<file path="src/rtl/hn_router_rsp_map.sv">
// HN-side transaction map: remembers the requesting RN per tid, forwards requests to the home node
// and steers each HN response back to the RN that issued it.
module hn_router_rsp_map #(
  parameter int          TXN_NUM        = 16,
  parameter int          TXN_ID_W       = $clog2(TXN_NUM),
  parameter int          NodeID_X_Width = 4,
  parameter int          NodeID_Y_Width = 4,
  parameter int          FLIT_W         = 256,
  parameter logic [1:0]  HN_DEVICE_PORT = 2'd1,
  parameter bit          USE_QOS_VALUE  = 1'b1
) (
  input  logic                              clk,
  input  logic                              rstn,
  input  logic [NodeID_X_Width-1:0]         node_id_x_i,
  input  logic [NodeID_Y_Width-1:0]         node_id_y_i,
  input  logic                              req_flit_v_i,
  input  logic [FLIT_W-1:0]                 req_flit_i,
  output logic                              req_flit_rdy_o,
  output logic                              hn_req_v_o,
  output logic [FLIT_W-1:0]                 hn_req_o,
  input  logic                              hn_req_rdy_i,
  input  logic                              hn_rsp_v_i,
  input  logic [FLIT_W-1:0]                 hn_rsp_i,
  output logic                              hn_rsp_rdy_o,
  input  logic [2:0]                        rsp_look_ahead_routing_i,
  output logic                              rsp_flit_v_o,
  output logic [FLIT_W-1:0]                 rsp_flit_o,
  output logic [2*(NodeID_X_Width+NodeID_Y_Width+4)+3+4-1:0] rsp_flit_dec_o,
  input  logic                              rsp_flit_rdy_i,
  output logic [TXN_NUM-1:0]                txn_busy_o,
  output logic                              err_misroute_o,
  output logic                              err_unknown_tid_o
);

  // Flit layout (LSB first): tgt_id, src_id, tid[7:0], qos[3:0], payload.
  // Node id packing (MSB first): x, y, device_port[1:0], device_id[1:0].
  localparam int ID_W    = NodeID_X_Width + NodeID_Y_Width + 4;
  localparam int TGT_LSB = 0;
  localparam int SRC_LSB = ID_W;
  localparam int TID_LSB = 2 * ID_W;
  localparam int QOS_LSB = TID_LSB + 8;
  localparam int QOS_W   = 4;
  localparam int Y_LSB   = 4;
  localparam int X_LSB   = 4 + NodeID_Y_Width;

  logic [TXN_NUM-1:0]  valid_reg;
  logic [ID_W-1:0]     src_mem [TXN_NUM];

  logic [TXN_ID_W-1:0] req_tid;
  logic [TXN_ID_W-1:0] rsp_tid;
  logic                req_fire;
  logic                rsp_fire;
  logic                rsp_hit;
  logic                rsp_miss;
  logic                misroute;
  logic [ID_W-1:0]     hn_src_id;
  logic [ID_W-1:0]     rec_src_id;
  logic [QOS_W-1:0]    qos_next;
  logic [FLIT_W-1:0]   rsp_flit_next;

  assign req_tid = req_flit_i[TID_LSB +: TXN_ID_W];
  assign rsp_tid = hn_rsp_i[TID_LSB +: TXN_ID_W];

  // An occupied tid stalls the request rather than overwriting the recorded source.
  assign req_flit_rdy_o = (!hn_req_v_o || hn_req_rdy_i) && !valid_reg[req_tid];
  assign req_fire       = req_flit_v_i && req_flit_rdy_o;

  assign hn_rsp_rdy_o = !rsp_flit_v_o || rsp_flit_rdy_i;
  assign rsp_fire     = hn_rsp_v_i && hn_rsp_rdy_o;
  assign rsp_hit      = rsp_fire && valid_reg[rsp_tid];
  assign rsp_miss     = rsp_fire && !valid_reg[rsp_tid];

  assign misroute =
      (req_flit_i[TGT_LSB + X_LSB +: NodeID_X_Width] != node_id_x_i) ||
      (req_flit_i[TGT_LSB + Y_LSB +: NodeID_Y_Width] != node_id_y_i);

  assign hn_src_id  = {node_id_x_i, node_id_y_i, HN_DEVICE_PORT, 2'b00};
  assign rec_src_id = src_mem[rsp_tid];
  assign qos_next   = USE_QOS_VALUE ? hn_rsp_i[QOS_LSB +: QOS_W] : '0;

  always_comb begin
    rsp_flit_next                     = hn_rsp_i;
    rsp_flit_next[TGT_LSB +: ID_W]    = rec_src_id;
    rsp_flit_next[SRC_LSB +: ID_W]    = hn_src_id;
  end

  // Alloc reads the pre-free valid bit, so a same-tid alloc waits one cycle.
  generate
    for (genvar gi = 0; gi < TXN_NUM; gi++) begin : g_entry
      always_ff @(posedge clk or negedge rstn) begin
        if (!rstn) begin
          valid_reg[gi] <= 1'b0;
        end else if (req_fire && (req_tid == TXN_ID_W'(gi))) begin
          valid_reg[gi] <= 1'b1;
        end else if (rsp_hit && (rsp_tid == TXN_ID_W'(gi))) begin
          valid_reg[gi] <= 1'b0;
        end
      end
    end
  endgenerate

  always_ff @(posedge clk) begin
    if (req_fire) begin
      src_mem[req_tid] <= req_flit_i[SRC_LSB +: ID_W];
    end
  end

  always_ff @(posedge clk or negedge rstn) begin
    if (!rstn) begin
      hn_req_v_o <= 1'b0;
      hn_req_o   <= '0;
    end else if (req_fire) begin
      hn_req_v_o <= 1'b1;
      hn_req_o   <= req_flit_i;
    end else if (hn_req_rdy_i) begin
      hn_req_v_o <= 1'b0;
    end
  end

  always_ff @(posedge clk or negedge rstn) begin
    if (!rstn) begin
      rsp_flit_v_o   <= 1'b0;
      rsp_flit_o     <= '0;
      rsp_flit_dec_o <= '0;
    end else if (rsp_hit) begin
      rsp_flit_v_o   <= 1'b1;
      rsp_flit_o     <= rsp_flit_next;
      rsp_flit_dec_o <= {rec_src_id, hn_src_id, rsp_look_ahead_routing_i, qos_next};
    end else if (rsp_flit_rdy_i) begin
      rsp_flit_v_o   <= 1'b0;
    end
  end

  always_ff @(posedge clk or negedge rstn) begin
    if (!rstn) begin
      err_misroute_o    <= 1'b0;
      err_unknown_tid_o <= 1'b0;
    end else begin
      if (req_fire && misroute) err_misroute_o <= 1'b1;
      if (rsp_miss)             err_unknown_tid_o <= 1'b1;
    end
  end

  assign txn_busy_o = valid_reg;

endmodule

</file>
<file path="config.mk">
export PLATFORM = sky130hd
export DESIGN_NAME = hn_router_rsp_map
export DESIGN_NICKNAME = d
export VERILOG_FILES = /design/src/rtl/hn_router_rsp_map.sv
export SDC_FILE = /design/constraint.sdc
export NUM_CORES = 1
export LEC_CHECK = 0
export CAP_MARGIN = 10
export CORE_AREA = 3 3 424 426
export CTS_CLUSTER_DIAMETER = 50
export DETAILED_ROUTE_END_ITERATION = 8
export DIE_AREA = 0 0 427 429
export GPL_TIMING_DRIVEN = 0
export SLEW_MARGIN = 20
export SYNTH_ARGS = -nofsm -noshare
export SYNTH_HDL_FRONTEND = slang
export SYNTH_SLANG_ARGS = --single-unit
</file>
<file path="constraint.sdc">
create_clock -name clk -period 4.49 [get_ports clk]
set_clock_uncertainty 0.1 [all_clocks]
set_input_delay 0.449 -clock clk [delete_from_list [all_inputs] [get_ports clk]]
set_output_delay 0.449 -clock clk [all_outputs]
set_load 0.005 [all_outputs]
</file>
==> results of run 1 <==
[power by group]
group | internal [uW] | switching [uW]
sequential | 8830 | 1600
clock | 4910 | 3340
combinational | 6620 | 3460
[state kept, by name, indices dropped and copies added (netlist names)]
signal,count
err_misroute_o,1
err_unknown_tid_o,1
hn_req_o,256
hn_req_v_o,1
rsp_flit_dec_o,27
rsp_flit_o,229
rsp_flit_v_o,1
src_mem,192
txn_busy_o,16
[metal layers]
layer	track usage, %	routed length (um)	up-vias
met5	0	142	-
met4	4.263	4447	22
met3	4.341	9781	204
met2	24.08	66000	824
met1	16.46	52020	9786
li1	-	-	8146
[placed cells by master, fill, tap and decap left out, types with 7 or more instances in the layout]
| cell type | instances |
|---|---|
| buf_2 | 37 |
| a22oi_1 | 24 |
| clkdlybuf4s50_1 | 1059 |
| mux2_4 | 238 |
| clkbuf_16 | 104 |
| xnor2_1 | 8 |
| mux2_2 | 275 |
| clkbuf_1 | 29 |
| clkbuf_8 | 10 |
| dfrtp_1 | 532 |
| o21ai_0 | 23 |
| nand2_1 | 21 |
| edfxtp_1 | 192 |
| clkinvlp_4 | 7 |
| mux2i_1 | 8 |
| inv_6 | 10 |
| inv_8 | 14 |
| nand2b_1 | 14 |
| bufinv_16 | 7 |
| buf_6 | 28 |
| buf_4 | 32 |
| clkinv_2 | 12 |
| nor2_2 | 7 |
| diode_2 | 20 |
| mux4_2 | 51 |
[through the flow]
stage               std cells  total power [uW]
floorplan                1561             13660
global placement         4961             20700
detailed placement       4974             20800
CTS                      5167             29280
global route             5176             30080
finish                   5187             28760
[kinds of logic (layout without fill, tap and decap cells)]
logic type             after synthesis  count (layout)
other                                1              26
XOR/XNOR                             8               8
buffers and inverters              110            1376
AND/OR/NAND/NOR                     84              84
multiplexers                       572             572
flip-flops                         724             724
AO/OA/AOI/OAI                       57              57
[path summary, 6_finish.rpt]
kind,depth (start not counted),slack [ns],end,startpoint
setup / recovery,6,0.89,req_flit_rdy_o,req_flit_i[25]
hold / removal,2,0.17,rsp_flit_o[43],rstn
setup reg to reg,8,1.40,hn_req_o[129],txn_busy_o[4]
hold reg to reg,1,0.39,rsp_flit_o[26],rsp_flit_o[26]
max in group asynchronous,5,2.23,hn_req_o[168],rstn
min in group clk,2,0.22,rsp_flit_o[27],hn_rsp_i[27]
[critical path, stage by stage]
cell,delay [ns]
clkdlybuf4s50_1,0.65
buf_2,0.37
mux2_2,0.40
a221oi_2,0.37
and3_1,0.27
clkdlybuf4s50_1,0.52
[final cells by class]
type / instances / area, um2
Inverter: 1 / 3.754
Buffer: 109 / 770.7
Tap cell: 2340 / 2928
Multi-Input combinational cell: 727 / 8856
Fill cell: 18070 / 130100
Timing Repair Buffer: 1074 / 10840
Clock buffer: 129 / 2796
Clock inverter: 63 / 695.7
Antenna cell: 20 / 50.05
Sequential cell: 724 / 19080
[what timing repair did]
| item | 4_1_cts | 5_1_grt |
|---|---|---|
| endpoints found under the hold margin | 133 | 0 |
| resized for setup | 0 | 0 |
| hold buffers | 1 | 0 |
==> out/results.txt, run 1 <==
The run finished with clean final reports. The count of nets left with antenna violations once routing finished came out at 0. After detailed routing, the number of vias per cell comes to 3.660.

Once layout is complete, the utilization of the core stands at 26.13%. Clock input transition at the sequential cells of the worst setup and hold paths: 0.05 ns. Ranked by instance count, the synthesized netlist is headed by 532 x dfrtp_1, 275 x mux2_2, 238 x mux2_4. Sequential elements use 66.58% of the synthesized area.

The main combinational cell family by area after synthesis is multiplexers. Row generation in the floorplan step produced 154 rows. The simple-gate area share of the yosys netlist is 1.572%, and the number of top-level design ports is 1094.

The area growth from synthesis to layout is 60.62%. The mean instance size in the synthesized netlist was 18.41 um2. The analysis attributes to cell leakage a power of 0.01797 uW.

The run gives 16.27% as the initial cell density of the core. The final weighted congestion of routability-driven global placement came out at 0.8719. The most used flip-flop cell after synthesis is dfrtp_1. Counting flops with an async set or reset pin after synthesis yields a share of 73.48%. STA classifies the critical path endpoint as an output pin. For this run, design rule violations remaining after detail routing come to 0. The largest area contributor in the netlist is dfrtp_1. The overall global routing resource usage was 13.96%; the setup total negative slack was 0 ns.

The routed layout has 18982 vias. Once placement finished, the instance area stood at 42470 um2. Once routing completed, OpenROAD measured the worst setup slack at 0.8948 ns.

The tools report the total of max-cap violations as 0. After synthesis, the cell types taking the most area are dfrtp_1 46%, edfxtp_1 20%, mux2_4 12%. Critical path launch point type: an input port. The time the final worst path needs with I/O delays and setup was 3.595 ns.

Clock tree synthesis selected as its root buffer the cell clkbuf_16. The initial antenna violation count was 70; the transition time of the tightest slew-check pin was 0.9222 ns. Post-CTS timing repair inserted 0 buffers for setup.

Fraction of synthesized cell area in xor and xnor cells: 0.2445%. Setup repair after global routing left no endpoint under its margin. The width of the die is 427 um, and the worst slew margin relative to its limit is 38.33%.

In this run, the number of DRC markers left after iteration 0 of detailed routing was 1192. From bottom edge to top edge, the die measures 429 um. After routing the design area is 46020 um2. The synthesized netlist devotes 1.323% of its cell area to compound gates. Before antenna repair, the detailed router went through 4 iterations. In this run, CTS created clock tree buffers numbering 102.

The run gives 40 as the count of cell types in the netlist. The residual overflow from global routing was 0; the number of port buffers was 1060. The tools report the number of global-route vias before repair as 19551.

For the maximum number of pins on one net before global-route repair, the log shows 95. During synthesis, Yosys emitted a total of 0 warnings. The required time reported for the critical path endpoint is 3.94 ns, and the final count of negative-setup-slack endpoints is 0. The data arrival time at the worst-slack endpoint was 3.05 ns; the maximum vdd ir drop was 0.3301 mV.

Dividing total power by cell area gives a power density of 624.9 nW/um2. The count of final hold-check violations was 0. The wire length after detailed routing was 132400 um; the insertion delay to the later sink of the worst-skew pair was 0.72 ns. The tools report the highest clock rate as 0.2781 GHz.

For the total number of H-tree levels, the log shows 3. The tools report the worst slack on hold paths as 0.1728 ns. The setup path with the least slack is of type in -> out. The tools report the number of pins with negative max-slew slack in the final report as 0. In this run the biggest area consumer among cell types represents 46.46% of the synthesized area.

The most common cell in the synthesized netlist is dfrtp_1. Dividing the detail-routed wire length by the instance count gives 25.52 um. The total core area is 176100 um2, and the minimum setup slack after placement is 0.2991 ns. The number of flops mapped to enable cells by yosys was 192. The tightest min-delay check is of the in -> async type. Detailed placement finished with a half-perimeter wire length of 109100 um. The die covers 183200 um2.

The tools report the number of nets in the layout as 3268. Share of cells above drive strength 1: 30.24%. The maximum fanout count along the critical path works out to 10.

For this design, the sink count on the clock tree is 724. The proportion of synthesized area in mux cells was 27.57%. TritonCTS built the clock tree.

The synthesized netlist devotes 0% of its cell area to adder and majority cells. The number of instances in the synthesized netlist came out at 1556. The global-route wire length before repair is 174400 um.

The synthesis-stage register bit count is 724. Final cycle utilization of the critical path: 80.07%. The worst-case clock buffer depth is 3. The mapped netlist covers 28650 um2.
Note: power is estimated with default switching activity, not from simulation.
==> run 2: changes to the inputs <==
--- a/config.mk
+++ b/config.mk
@@ -6,10 +6,10 @@
 export NUM_CORES = 1
 export LEC_CHECK = 0
 export CAP_MARGIN = 10
-export CORE_AREA = 3 3 424 426
+export CORE_AREA = 3 3 421 423
 export CTS_CLUSTER_DIAMETER = 50
 export DETAILED_ROUTE_END_ITERATION = 8
-export DIE_AREA = 0 0 427 429
+export DIE_AREA = 0 0 424 426
 export GPL_TIMING_DRIVEN = 0
 export SLEW_MARGIN = 20
 export SYNTH_ARGS = -nofsm -noshare
==> constraint.sdc (replaced) <==
create_clock -name clk -period 3.1 [get_ports clk]
set_clock_uncertainty 0.1 [all_clocks]
set_input_delay 0.31 -clock clk [delete_from_list [all_inputs] [get_ports clk]]
set_output_delay 0.31 -clock clk [all_outputs]
set_load 0.005 [all_outputs]
==> out/results.txt, run 2 (synthesized netlist as in run 1, its figures left out) <==
The library cells used most frequently in the layout, excluding fill and tap cells, are 1056 x clkdlybuf4s50_1, 532 x dfrtp_1, 275 x mux2_2, 238 x mux2_4, 192 x edfxtp_1. The worst slew margin relative to its limit was 39.02% (+0.69 points); the share of cells above drive strength 1 was 30.65% (+0.40 points). The run gives 0 (unchanged) as the final count of negative-setup-slack endpoints. The number of port buffers is 1060 (unchanged), and the highest clock rate is 0.3323 GHz.

The data arrival time at the worst-slack endpoint is 3.49 ns (+0.44 ns), and the flip-flop count of the largest register, all copies and words added is 256 (unchanged). Leaving out fill and tap cells, the most frequent cell in the layout is clkdlybuf4s50_1. The width of the die works out to 424 um (-0.70%).

TritonCTS built the clock tree. For the required time reported for the critical path endpoint, the log shows 3.58 ns (-0.36 ns). The first-iteration detailed-routing DRC count is 950 (-20%), and the clock sink count is 724 (unchanged). Total number of H-tree levels: 3 (unchanged). Static leakage: 0.01800 uW (+0.14%).

The cell with the largest stage delay on the worst path is clkdlybuf4s50_1. The initial cell density of the core was 16.48% (+0.21 points); the initial antenna violation count was 75 (+7.1%). The number of global-route vias before repair came out at 19648 (+0.50%).

The run gives 1094 (unchanged) as the number of top-level design ports. The kind of capture point of the worst setup path was a flop. The final weighted congestion of routability-driven global placement is 0.8329 (-4.5%).

The number of vias per cell is 3.657 (about the same), and the area growth from synthesis to final layout is 60.83%. The transition time of the tightest slew-check pin came out at 0.9114 ns (-0.01079 ns). The total power was 41510 uW (+44%); the final routed wire length divided by cell count was 25.81 um (+1.1%).

The run gives 0 (unchanged) as the count of final hold-check violations. For the insertion delay to the later sink of the worst-skew pair, the log shows 0.71 ns (about the same). The tools report the number of clock buffers inserted by TritonCTS as 102 (unchanged). The area occupied by multi-input gates is 8879 um2 (+0.25%), and the row count is 153 (-0.65%).

The run gives 97 (+2.1%) as the maximum number of pins on one net before global-route repair. The worst slack on hold paths was 0.09111 ns (-0.08167 ns). In the final layout, the registers with the most flip-flops are hn_req_o: 256 flops, rsp_flit_o: 229 flops, src_mem: 192 flops. The tools report the die area as 180600 um2 (-1.4%). The tools report the worst-case clock buffer depth as 3 (unchanged). In the finished design, the share of the clock period the worst path needs comes to 97.07%. Cell area power density: 900.8 nW/um2 (+44%).

The critical path goes through clkdlybuf4s50_1, clkbuf_2, nor3b_1, a221oi_4, nand4_1, buf_4, clkbuf_1, buf_2, mux2_2. The worst stage delay on the critical path was 0.51 ns (-0.14 ns). Setup repair after global routing left no endpoint under its margin. The setup total negative slack is 0 ns (unchanged), and the count of filler cells inserted in the layout is 17893 (-0.98%). For the residual overflow from global routing, the log shows 0 (unchanged). The global-route wire length before repair was 175000 um (+0.32%).

The die outline height is 426 um (-0.70%). The setup path with the least slack is of type in -> reg. The cell sitting at the root of the clock tree is a clkbuf_16. Ranked by flip-flop count, first place goes to hn_req_o. The total core area is 173800 um2 (-1.3%), and the via total after detailed routing is 18914 (-0.36%). The type of the worst min-delay path is in -> reg. The overall global routing resource usage is 14.20% (+0.25 points). The total of max-cap violations is 0 (unchanged).

The critical path launch point type is an input port. The tools report the number of nets in the layout as 3272 (+0.12%). The worst path in the final design needs a cycle of 3.009 ns, including I/O delays and setup.

The wire length after detailed routing was 133500 um (+0.84%). The register area is 19080 um2 (unchanged). The least setup slack across all paths after layout was 0.09075 ns (-0.8040 ns); the maximum vdd ir drop was 0.4236 mV (+28%). The final routed DRC violation total is 0 (unchanged), and the number of pins with negative max-slew slack in the final report is 0 (unchanged).

The tools report the number of detailed-route iterations in the first pass as 5 (+1). The number of antenna-violating nets in the routed design is 0 (unchanged), and the minimum setup slack after placement is -1.589 ns (-1.888 ns). The clock input transition at the sequential cells of the worst setup and hold paths works out to 0.06 ns (about the same). The detailed placement HPWL is 109700 um (+0.58%), and the maximum fanout count along the critical path is 10 (unchanged). The flow ran to the end, and the final reports show no timing, DRC or antenna violations.
==> run 2: worst paths after layout <==
check                                       start                end  slack, ns  cells past startpoint
worst max-delay path               req_flit_i[26]      hn_req_o[173]       0.09                      9
worst min-delay path                 hn_rsp_i[27]     rsp_flit_o[27]       0.09                      2
worst max register to register      txn_busy_o[9]     rsp_flit_o[69]       0.17                      8
worst min register to register  err_unknown_tid_o  err_unknown_tid_o       0.38                      1
max in group asynchronous                    rstn      hn_req_o[168]       1.33                      5
min in group asynchronous                    rstn  rsp_flit_dec_o[0]       0.10                      3
==> run 2: where the power goes <==
part / internal, uW / switching, uW
Clock: 7040 / 4820
Combinational: 9620 / 5120
Sequential: 12800 / 2120
Total: 29400 / 12100
==> run 2: per-layer routing <==
metal | GRT usage, % | part of all wire (%)
met1 | 16.70 | 38
met2 | 23.89 | 49
met3 | 4.812 | 8.2
met4 | 5.314 | 3.8
met5 | 0 | 0.11
==> run 2: metrics by stage <==
stage               utilization (%)  cells  instance area (um2)
CTS                           26.47   5152                46020
floorplan                         -   1561                28670
finish                        26.51   5172                46080
global placement              24.27   4946                42190
detailed placement            24.42   4959                42450
global route                  26.50   5164                46060
==> run 2: area by class of cell <==
class	count	share of cell area, %
clock inverter	64	1.596
buffer	109	1.697
tap	2325	6.312
antenna	18	0.09774
multi-input combinational	727	19.27
clock buffer	126	5.995
timing repair buffer	1078	23.63
sequential	724	41.40
inverter	1	0.008145
==> run 2: worst max-delay path: cells and delay by family <==
family / cells / cell delay [ns]
and+or+nand+nor: 2 / 0.70
buffers and inverters: 5 / 1.90
muxes: 1 / 0.37
AOI/OAI and AO/OA: 1 / 0.17
==> run 2: repair_timing <==
item | CTS | global route
buffers inserted | 1 | 2
pin swaps | 1 | 2
endpoints found under the hold margin | 163 | 0
setup endpoints to repair | 269 | 1
resized for setup | 11 | 1
hold buffers | 2 | 0
